**src/rtl/id_ex_stage.sv**
```systemverilog
// -----------------------------------------------------------------------------
// id_ex_stage
//
// ID/EX pipeline register sitting directly behind the 8-entry register file.
// It captures operands, decoded control and the immediate for the instruction
// in decode. RAW hazards are resolved by forwarding from EX, MEM and WB. A
// load-use hazard costs one stall cycle, during which a bubble goes into EX.
//
// Ports
//   clk, rst_n              clock, synchronous active-low reset
//   id_*                    decode-slot instruction (addresses, flags, ctrl, imm)
//   rf_a, rf_b              register-file read data for id_ra / id_rb
//   ex_result               combinational ALU result of the instruction in EX
//   mem_rd/regwrite/data    MEM-stage writeback bypass
//   wb_rd/regwrite/data     WB-stage writeback bypass (register-file write port)
//   freeze                  external memory stall; holds every register
//   flush                   squash the decode-slot instruction
//   stall_o                 hold PC and IF/ID (load-use stall)
//   ex_*                    registered EX-slot outputs
//   stall_count             saturating count of load-use stall cycles
//
// FSM states
//   state     | meaning
//   ST_RUN    | normal capture; a load-use hazard raises stall_o
//   ST_BUBBLE | bubble is in EX, load is in MEM; capture resumes normally
// -----------------------------------------------------------------------------
module id_ex_stage #(
    parameter int CTRL_W = 6,
    parameter int DATA_W = 8,
    parameter int ADDR_W = 3
) (
    input  logic              clk,
    input  logic              rst_n,
    input  logic              id_valid,
    input  logic [ADDR_W-1:0] id_ra,
    input  logic [ADDR_W-1:0] id_rb,
    input  logic [ADDR_W-1:0] id_rd,
    input  logic              id_uses_a,
    input  logic              id_uses_b,
    input  logic              id_regwrite,
    input  logic              id_memread,
    input  logic [CTRL_W-1:0] id_ctrl,
    input  logic [DATA_W-1:0] id_imm,
    input  logic [DATA_W-1:0] rf_a,
    input  logic [DATA_W-1:0] rf_b,
    input  logic [DATA_W-1:0] ex_result,
    input  logic [ADDR_W-1:0] mem_rd,
    input  logic              mem_regwrite,
    input  logic [DATA_W-1:0] mem_data,
    input  logic [ADDR_W-1:0] wb_rd,
    input  logic              wb_regwrite,
    input  logic [DATA_W-1:0] wb_data,
    input  logic              freeze,
    input  logic              flush,
    output logic              stall_o,
    output logic              ex_valid,
    output logic [DATA_W-1:0] ex_opa,
    output logic [DATA_W-1:0] ex_opb,
    output logic [DATA_W-1:0] ex_imm,
    output logic [ADDR_W-1:0] ex_rd,
    output logic              ex_regwrite,
    output logic              ex_memread,
    output logic [CTRL_W-1:0] ex_ctrl,
    output logic [7:0]        stall_count
);

    // Registers 0 and 7 are constants; they are never written and never forwarded.
    localparam logic [ADDR_W-1:0] REG_ZERO = '0;
    localparam logic [ADDR_W-1:0] REG_HI   = ADDR_W'(7);
    localparam logic [DATA_W-1:0] VAL_HI   = DATA_W'(8'h7F);

    typedef enum logic [0:0] {
        ST_RUN    = 1'b0,
        ST_BUBBLE = 1'b1
    } state_t;

    state_t             state_q, state_d;

    logic               ex_valid_q,    ex_valid_d;
    logic [DATA_W-1:0]  ex_opa_q,      ex_opa_d;
    logic [DATA_W-1:0]  ex_opb_q,      ex_opb_d;
    logic [DATA_W-1:0]  ex_imm_q,      ex_imm_d;
    logic [ADDR_W-1:0]  ex_rd_q,       ex_rd_d;
    logic               ex_regwrite_q, ex_regwrite_d;
    logic               ex_memread_q,  ex_memread_d;
    logic [CTRL_W-1:0]  ex_ctrl_q,     ex_ctrl_d;
    logic [7:0]         stall_cnt_q,   stall_cnt_d;

    logic               ex_fwd_en;
    logic               hazard_a;
    logic               hazard_b;
    logic               hazard;
    logic               bubble;
    logic [DATA_W-1:0]  opa_sel;
    logic [DATA_W-1:0]  opb_sel;

    function automatic logic is_const_reg(input logic [ADDR_W-1:0] addr);
        return (addr == REG_ZERO) || (addr == REG_HI);
    endfunction

    // Youngest producer wins. A load in EX is excluded: its data does not
    // exist yet, which is exactly the load-use case handled by the stall.
    function automatic logic [DATA_W-1:0] select_operand(
        input logic [ADDR_W-1:0] src,
        input logic [DATA_W-1:0] rf_val,
        input logic              ex_en,
        input logic [ADDR_W-1:0] ex_dst,
        input logic [DATA_W-1:0] ex_val,
        input logic              mem_en,
        input logic [ADDR_W-1:0] mem_dst,
        input logic [DATA_W-1:0] mem_val,
        input logic              wb_en,
        input logic [ADDR_W-1:0] wb_dst,
        input logic [DATA_W-1:0] wb_val
    );
        logic [DATA_W-1:0] res;
        res = rf_val;
        if (src == REG_ZERO) begin
            res = '0;
        end else if (src == REG_HI) begin
            res = VAL_HI;
        end else if (ex_en && (ex_dst == src)) begin
            res = ex_val;
        end else if (mem_en && (mem_dst == src)) begin
            res = mem_val;
        end else if (wb_en && (wb_dst == src)) begin
            // register-file write lands after the edge, so bypass it here
            res = wb_val;
        end
        return res;
    endfunction

    assign ex_fwd_en = ex_valid_q & ex_regwrite_q & ~ex_memread_q;

    always_comb begin
        opa_sel = select_operand(id_ra, rf_a,
                                 ex_fwd_en, ex_rd_q, ex_result,
                                 mem_regwrite, mem_rd, mem_data,
                                 wb_regwrite, wb_rd, wb_data);
        opb_sel = select_operand(id_rb, rf_b,
                                 ex_fwd_en, ex_rd_q, ex_result,
                                 mem_regwrite, mem_rd, mem_data,
                                 wb_regwrite, wb_rd, wb_data);
    end

    // Load-use detection; needs ex_valid, so it can never fire while a bubble
    // sits in EX.
    assign hazard_a = id_uses_a & (ex_rd_q == id_ra) & ~is_const_reg(id_ra);
    assign hazard_b = id_uses_b & (ex_rd_q == id_rb) & ~is_const_reg(id_rb);
    assign hazard   = ex_valid_q & ex_memread_q & ex_regwrite_q & id_valid
                    & (hazard_a | hazard_b);

    // FSM next state and stall output
    always_comb begin
        state_d = state_q;
        stall_o = 1'b0;
        case (state_q)
            ST_RUN: begin
                if (hazard && !freeze && !flush) begin
                    stall_o = 1'b1;
                    state_d = ST_BUBBLE;
                end
            end
            ST_BUBBLE: begin
                state_d = ST_RUN;
            end
            default: begin
                state_d = ST_RUN;
            end
        endcase
        // flush always lands in RUN; a coinciding hazard is absorbed by the
        // flush bubble instead of adding a second one
        if (flush) begin
            state_d = ST_RUN;
        end
    end

    // An empty, flushed or stalled slot enters EX as an all-zero bubble.
    assign bubble = flush | stall_o | ~id_valid;

    always_comb begin
        ex_valid_d    = 1'b0;
        ex_opa_d      = '0;
        ex_opb_d      = '0;
        ex_imm_d      = '0;
        ex_rd_d       = '0;
        ex_regwrite_d = 1'b0;
        ex_memread_d  = 1'b0;
        ex_ctrl_d     = '0;
        if (!bubble) begin
            ex_valid_d    = 1'b1;
            ex_opa_d      = opa_sel;
            ex_opb_d      = opb_sel;
            ex_imm_d      = id_imm;
            ex_rd_d       = id_rd;
            ex_regwrite_d = id_regwrite;
            ex_memread_d  = id_memread;
            ex_ctrl_d     = id_ctrl;
        end
    end

    always_comb begin
        stall_cnt_d = stall_cnt_q;
        if (stall_o && (stall_cnt_q != 8'hFF)) begin
            stall_cnt_d = stall_cnt_q + 8'd1;
        end
    end

    // freeze holds everything; reset still wins over it
    always_ff @(posedge clk) begin
        if (!rst_n) begin
            state_q       <= ST_RUN;
            ex_valid_q    <= 1'b0;
            ex_opa_q      <= '0;
            ex_opb_q      <= '0;
            ex_imm_q      <= '0;
            ex_rd_q       <= '0;
            ex_regwrite_q <= 1'b0;
            ex_memread_q  <= 1'b0;
            ex_ctrl_q     <= '0;
            stall_cnt_q   <= '0;
        end else if (!freeze) begin
            state_q       <= state_d;
            ex_valid_q    <= ex_valid_d;
            ex_opa_q      <= ex_opa_d;
            ex_opb_q      <= ex_opb_d;
            ex_imm_q      <= ex_imm_d;
            ex_rd_q       <= ex_rd_d;
            ex_regwrite_q <= ex_regwrite_d;
            ex_memread_q  <= ex_memread_d;
            ex_ctrl_q     <= ex_ctrl_d;
            stall_cnt_q   <= stall_cnt_d;
        end
    end

    assign ex_valid    = ex_valid_q;
    assign ex_opa      = ex_opa_q;
    assign ex_opb      = ex_opb_q;
    assign ex_imm      = ex_imm_q;
    assign ex_rd       = ex_rd_q;
    assign ex_regwrite = ex_regwrite_q;
    assign ex_memread  = ex_memread_q;
    assign ex_ctrl     = ex_ctrl_q;
    assign stall_count = stall_cnt_q;

endmodule

```
**config.mk**
```make
export PLATFORM = sky130hd
export DESIGN_NAME = id_ex_stage
export DESIGN_NICKNAME = d
export VERILOG_FILES = /design/src/rtl/id_ex_stage.sv
export SDC_FILE = /design/constraint.sdc
export NUM_CORES = 1
export LEC_CHECK = 0
export CORE_UTILIZATION = 41
export DETAILED_ROUTE_END_ITERATION = 6
export GPL_ROUTABILITY_DRIVEN = 0
export HOLD_SLACK_MARGIN = 0.1
export PLACE_DENSITY = 0.8
export SYNTH_ARGS = -nofsm -noshare
export SYNTH_HDL_FRONTEND = slang
export SYNTH_SLANG_ARGS = --single-unit
```
**constraint.sdc**
```tcl
create_clock -name clk -period 3.8 [get_ports clk]
set_input_delay 1.14 -clock clk [delete_from_list [all_inputs] [get_ports clk]]
set_output_delay 1.14 -clock clk [all_outputs]
set_load 0.03 [all_outputs]
```
==> results of run 1 <==
-- cells in the final DEF, fill, tap and decap left out, types with 3 or more instances in the layout --
cell             count
clkdlybuf4s50_1    117
dfxtp_1             45
a32oi_1             34
buf_4               27
nor2b_1             22
nor2_1              19
xnor2_1             18
a21oi_1             17
mux2i_1             16
a211o_1             14
a221oi_1            14
nand3_1              7
or4_1                7
nand2_1              7
o31ai_1              6
a21boi_1             6
nand4_1              5
clkbuf_8             5
inv_1                4
o21ai_0              3
clkdlybuf4s15_1      3
-- where the power goes --
group / switching [mW] / leakage (nW) / total (mW) / internal (mW)
sequential: 0.00788 / 0.364 / 0.489 / 0.481
combinational: 0.118 / 1.13 / 0.271 / 0.153
clock: 0.167 / 0.0439 / 0.294 / 0.127
total: 0.293 / 1.54 / 1.05 / 0.761
-- metal layers --
layer | part of all wire, % | vias up | track usage (%)
li1 | - | 1429 | -
met1 | 42 | 1465 | 31.97
met2 | 49 | 130 | 45.79
met3 | 8.5 | 16 | 5.824
met4 | 1.2 | 0 | 7.895
met5 | 0 | - | 0
-- stage by stage --
stage	instances	TNS [ns]	instance area [sq um]	util [%]
CTS	506	0	4165	68.72
detailed placement	498	-0.07442	4083	67.36
floorplan	297	0	2653	-
finish	506	0	4175	68.89
global route	506	0	4175	68.89
global placement	498	-0.06520	4083	67.36
-- path summary, 6_finish.rpt --
kind                    end  slack [ns]  cells after the start
min reg2reg       ex_opa[7]        0.50                      2
max reg2reg  stall_count[7]        1.41                      6
min               ex_opa[7]        0.50                      2
max                 stall_o        0.05                      6
-- sequential cells by signal (all words and copies together) (netlist names) --
register     count
ex_opa           8
stall_count      8
ex_ctrl          6
ex_imm           8
state_q          1
ex_regwrite      1
ex_valid         1
ex_rd            3
ex_memread       1
ex_opb           8
-- layout make-up --
cell class	instances	area (sq um)	area share (%)
Clock inverter	3	17.52	0.4195
Inverter	4	15.01	0.3596
Multi-Input combinational cell	223	1642	39.32
Tap cell	75	93.84	2.248
Sequential cell	45	900.9	21.58
Timing Repair Buffer	151	1438	34.43
Clock buffer	5	68.82	1.648
-- repair_timing --
action / 4_1_cts / 5_1_grt
resized for setup: 7 / 7
hold buffers: 0 / 0
pin swaps: 0 / 4
endpoints found under the setup margin: 1 / 1
-- critical path: cells and delay by family --
family | cells | cell delay (ns)
buffers and inverters | 2 | 0.40
AOI/OAI and AO/OA | 1 | 0.28
and+or+nand+nor | 3 | 0.79
-- synthesized netlist by cell type, types with 7 or more instances --
cell type / count / share of area (%)
clkbuf_1: 22 / 3.1
mux2i_1: 16 / 6.1
or4_1: 7 / 2.0
a32oi_1: 34 / 11
dfxtp_1: 45 / 34
nor2b_1: 22 / 5.2
nand2_1: 7 / 0.99
a21oi_1: 17 / 3.2
nand3_1: 7 / 1.3
a211o_1: 14 / 4.6
a221oi_1: 14 / 4.6
xnor2_1: 18 / 6.0
nor2_1: 20 / 2.8
-- cells by family (layout without fill, tap and decap cells) --
logic type                 count (synthesis)  count (layout)  synth area share (%)
buffers and inverters                     29             163                 4.730
xor gates and xnor gates                  18              18                 5.960
muxes                                     17              17                 6.480
DFF                                       45              45                 34.06
adders and majority gates                  1               1                0.4730
and+or+nand+nor                           85              85                 18.07
AOI/OAI and AO/OA                        102             102                 30.23
==> summary.md, run 1 <==
| Metric | Value |
|---|---|
| Outcome | `complete, no violations` |
| DR DRC count | `0` |
| Core area | `0.006061 sq mm` |
| Slowest CP cell | `or4_1` |
| Fin. max-slew vios | `0` |
| EDFF count, synth | `0` |
| Antenna Violating Nets Remaining | `0` |
| CTS root buffer | `clkbuf_8` |
| Nets | `511` |
| CTS buffer count | `5` |
| Highest clock rate | `266.5 MHz` |
| Vias in the first global route | `2879` |
| Global-route wire length before repair | `13620 um` |
| Worst Clk Skew | `0.005901 ns` |
| Routed WL per cell | `17.61 um` |
| Worst setup path category | `in -> out` |
| Minimum clock period | `3.753 ns` |
| Fraction of registers with async set/reset | `0%` |
| Critical path data arrival time | `2.61 ns` |
| GRT overflow | `0` |
| Initial antenna violation count | `0` |
| Critical Path End Type | `output pin` |
| I/O pin count | `125` |
| FF-to-FF Start | `ex_memread` |
| Buffers added on ports | `124` |
| Hold WS | `0.5042 ns` |
| Layout Area Growth over Synthesis | `57.85%` |
| Vias per cell | `6.008` |
| Least-Margin Pin Slew | `0.6407 ns` |
| Worst skew pair latency | `0.30 ns` |
| CTS clock-pin slew for the worst setup and hold paths | `0.08 ns` |
| ANT cells | `0` |
| Final hold violation count | `0` |
| Max-cap viol count | `0` |
| Placement Rows | `28` |
| Pre-antenna DRT Iters | `7` |
| Sequential share of the synthesized area | `34.06%` |
| Die area | `0.006777 sq mm` |
| Maximum root-to-sink buffer count | `2` |
| Fill cells | `503` |
| Worst min path class | `reg -> reg` |
| Yosys warns | `0` |
| Slew HR | `57.16%` |
| Final setup violation count | `0` |
| Largest stage delay, worst path | `0.51 ns` |
| Pin count of the biggest net entering global routing | `52` |
| Post-DP HPWL | `6558 um` |
| Cell area after synthesis | `0.002645 sq mm` |
| Critical-path cell list | `dlygate4sd2_1 -> and3_4 -> or4_1 -> o22a_2 -> nor2_4 -> buf_6` |
| Pwr dens | `252.4 mW/mm^2` |
| Synthesis-stage register bit count | `45` |
| Synth Flop Type | `dfxtp_1` |
| Number of H-tree levels | `2` |
| Fraction of layout cells with a size suffix above 1 | `10.44%` |
| Peak VDD IR | `228.3 uV` |
| Post-CTS Setup Bufs | `0` |
| DR iter-0 viols | `224` |
| Vias | `3040` |
| Overall power of the completed layout | `1.054 mW` |
| Data required time of the worst path | `2.66 ns` |
| RSZ-0062 raised after global routing | `false` |
| Worst-path fanout max | `3` |
| WL final | `8913 um` |
| Starting density of the core | `43.64%` |
| Pre-CTS setup slack | `-0.07442 ns` |
| Post-route setup slack | `0.04746 ns` |
| Leak | `1.541 nW` |
| CP Launch Point | `id_ra[0]` |
| Die H | `82.32 um` |
| Post-Syn Nets | `378` |
| Ratio of final minimum period to clock period | `98.75%` |
| Synthesized instance count | `297` |
| Startpoint types | `input pin` |
| Die W | `82.32 um` |
| HP Start | `ex_opa[7]` |
| Distinct cells, synth | `39` |
| TritonCTS clock tree | `done` |
| Tot GR Track Use | `26.25%` |
| Sink Count | `45` |
| Mean Syn Cell Area | `8.906 sq um` |
No activity file was read; power rests on OpenSTA's default activity.
==> inputs of run 2 (changes only) <==
CORE_UTILIZATION = 50   (was 41)
DONT_BUFFER_PORTS = 1   (was not set)
PLACE_DENSITY = not set   (was 0.8)
==> run 2 against run 1 <==
Effect of this change: register-to-register slack worse by 0.25 ns; via count shrank 23%; design area decreased by 33%; global-route usage decreased by 1.8 points; critical path type unchanged; largest cell class unchanged.
==> summary.md, run 2 (synthesis gave the netlist of run 1 again) <==
| Metric | Value |
|---|---|
| Antenna Violating Nets Remaining | `0` |
| Pin count of the biggest net entering global routing | `52` |
| HP Start | `state_q` |
| CTS root buffer | `clkbuf_8` |
| Data required time of the worst path | `2.66 ns` |
| Pre-antenna DRT Iters | `4` |
| Final hold violation count | `0` |
| Peak VDD IR | `198.0 uV` |
| Vias in the first global route | `2029` |
| Starting density of the core | `51.79%` |
| Slowest CP cell | `or4_1` |
| Post-CTS Resized | `0` |
| Layout Area Growth over Synthesis | `5.582%` |
| Pwr dens | `354.6 mW/mm^2` |
| Die W | `74.73 um` |
| Outcome | `complete, no violations` |
| CTS clock-pin slew for the worst setup and hold paths | `0.09 ns` |
| Largest stage delay, worst path | `0.40 ns` |
| Worst Clk Skew | `0.01022 ns` |
| TritonCTS clock tree | `done` |
| Post-CTS Setup Bufs | `0` |
| Least-Margin Pin Slew | `0.9793 ns` |
| Commonest non-fill, non-tap cell in the layout | `dfxtp_1` |
| FF-to-FF Start | `ex_valid` |
| Die H | `74.73 um` |
| Die area | `0.005585 sq mm` |
| WL final | `7215 um` |
| Max-cap viol count | `0` |
| RSZ-0062 raised after global routing | `false` |
| Family with the most delay on the worst path | `simple AND/OR/NAND/NOR gates` |
| Tot GR Track Use | `24.47%` |
| Final setup violation count | `0` |
| Worst min path class | `reg -> reg` |
| Worst skew pair latency | `0.30 ns` |
| DR WL met2 | `3030 um` |
| Top layer in use | `met4` |
| Slew HR | `34.71%` |
| Critical-path cell list | `and3_1 -> or4_1 -> o22a_2 -> nor2_4` |
| Fraction of layout cells with a size suffix above 1 | `6.993%` |
| Startpoint types | `input pin` |
| Fin. max-slew vios | `0` |
| CTS buffer count | `5` |
| Commonest cells after routing, fill and taps aside | `45 x dfxtp_1, 34 x a32oi_1, 22 x nor2b_1` |
| Worst-path fanout max | `5` |
| Sink Count | `45` |
| I/O pin count | `125` |
| Routed WL per cell | `20.27 um` |
| Vias | `2348` |
| Nets | `366` |
| CP Launch Point | `id_ra[2]` |
| Critical path data arrival time | `2.19 ns` |
| DR iter-0 viols | `128` |
| Ratio of final minimum period to clock period | `87.68%` |
| R2R cell count | `6` |
| Critical Path Stages | `4` |
| Buffers added on ports | `0` |
| M1 WL | `3419 um` |
| Placement Rows | `26` |
| ANT cells | `0` |
| Final core utilization | `54.68%` |
| DR DRC count | `0` |
| Leak | `0.9866 nW` |
| Buf/Inv on CP | `0` |
| Global-route wire length before repair | `10180 um` |
| Worst setup path category | `in -> out` |
| Maximum root-to-sink buffer count | `2` |
| Metal3 WL | `670 um` |
| Post-DP HPWL | `5002 um` |
| Flop2flop setup slack | `1.16 ns` |
| Hold Path Depth | `2` |
| Initial antenna violation count | `0` |
| CTS Hold Bufs | `0` |
| Minimum clock period | `3.332 ns` |
| Highest clock rate | `300.1 MHz` |
| Post-route setup TNS | `0 ns` |
| Critical Path End Type | `output pin` |
| GRT overflow | `0` |
| Number of H-tree levels | `2` |
| Core area | `0.005107 sq mm` |
| Vias per cell | `6.596` |
## run 2: metrics by stage
stage	hold slack, ns	instances	instance area, sq um	setup WS, ns	total power, mW
2_1_floorplan	0.5224	297	2653	0.01936	0.6172
3_3_place_gp	0.5493	348	2680	0.4616	0.6338
3_5_place_dp	0.5447	348	2680	0.4706	0.6343
4_1_cts	0.5727	356	2793	0.4599	0.9994
5_1_grt	0.6148	356	2793	0.4101	1.025
6_report	0.5743	356	2793	0.4683	0.9902
## run 2: cell type report
type,count,area [sq um]
Multi-Input combinational cell,223,1632
Clock buffer,5,68.82
Sequential cell,45,900.9
Fill cell,479,2315
Tap cell,70,87.58
Inverter,4,15.01
Clock inverter,3,43.79
Timing Repair Buffer,6,45.04
## run 2: worst min-delay path, cell delays in order (launching register included)
cell	delay, ns
dfxtp_1	0.33
and2_1	0.12
o21a_1	0.10
## run 2: report_power, final
part	total, mW	switching [mW]	internal (mW)	leakage [nW]
logic	0.115	0.0576	0.0575	0.564
clock network	0.366	0.169	0.197	0.0585
registers	0.509	0.0282	0.481	0.364
## run 2: path summary, 6_finish.rpt
kind,endpoint
worst min-delay path,state_q
worst min register to register,state_q
worst max-delay path,stall_o
worst max register to register,stall_count[7]
## run 2: per-layer routing
layer,global-route usage [%],vias to the layer above
met2,35.04,108
met5,0,-
met3,6.827,8
li1,-,1143
met4,6.289,0
met1,35.97,1089
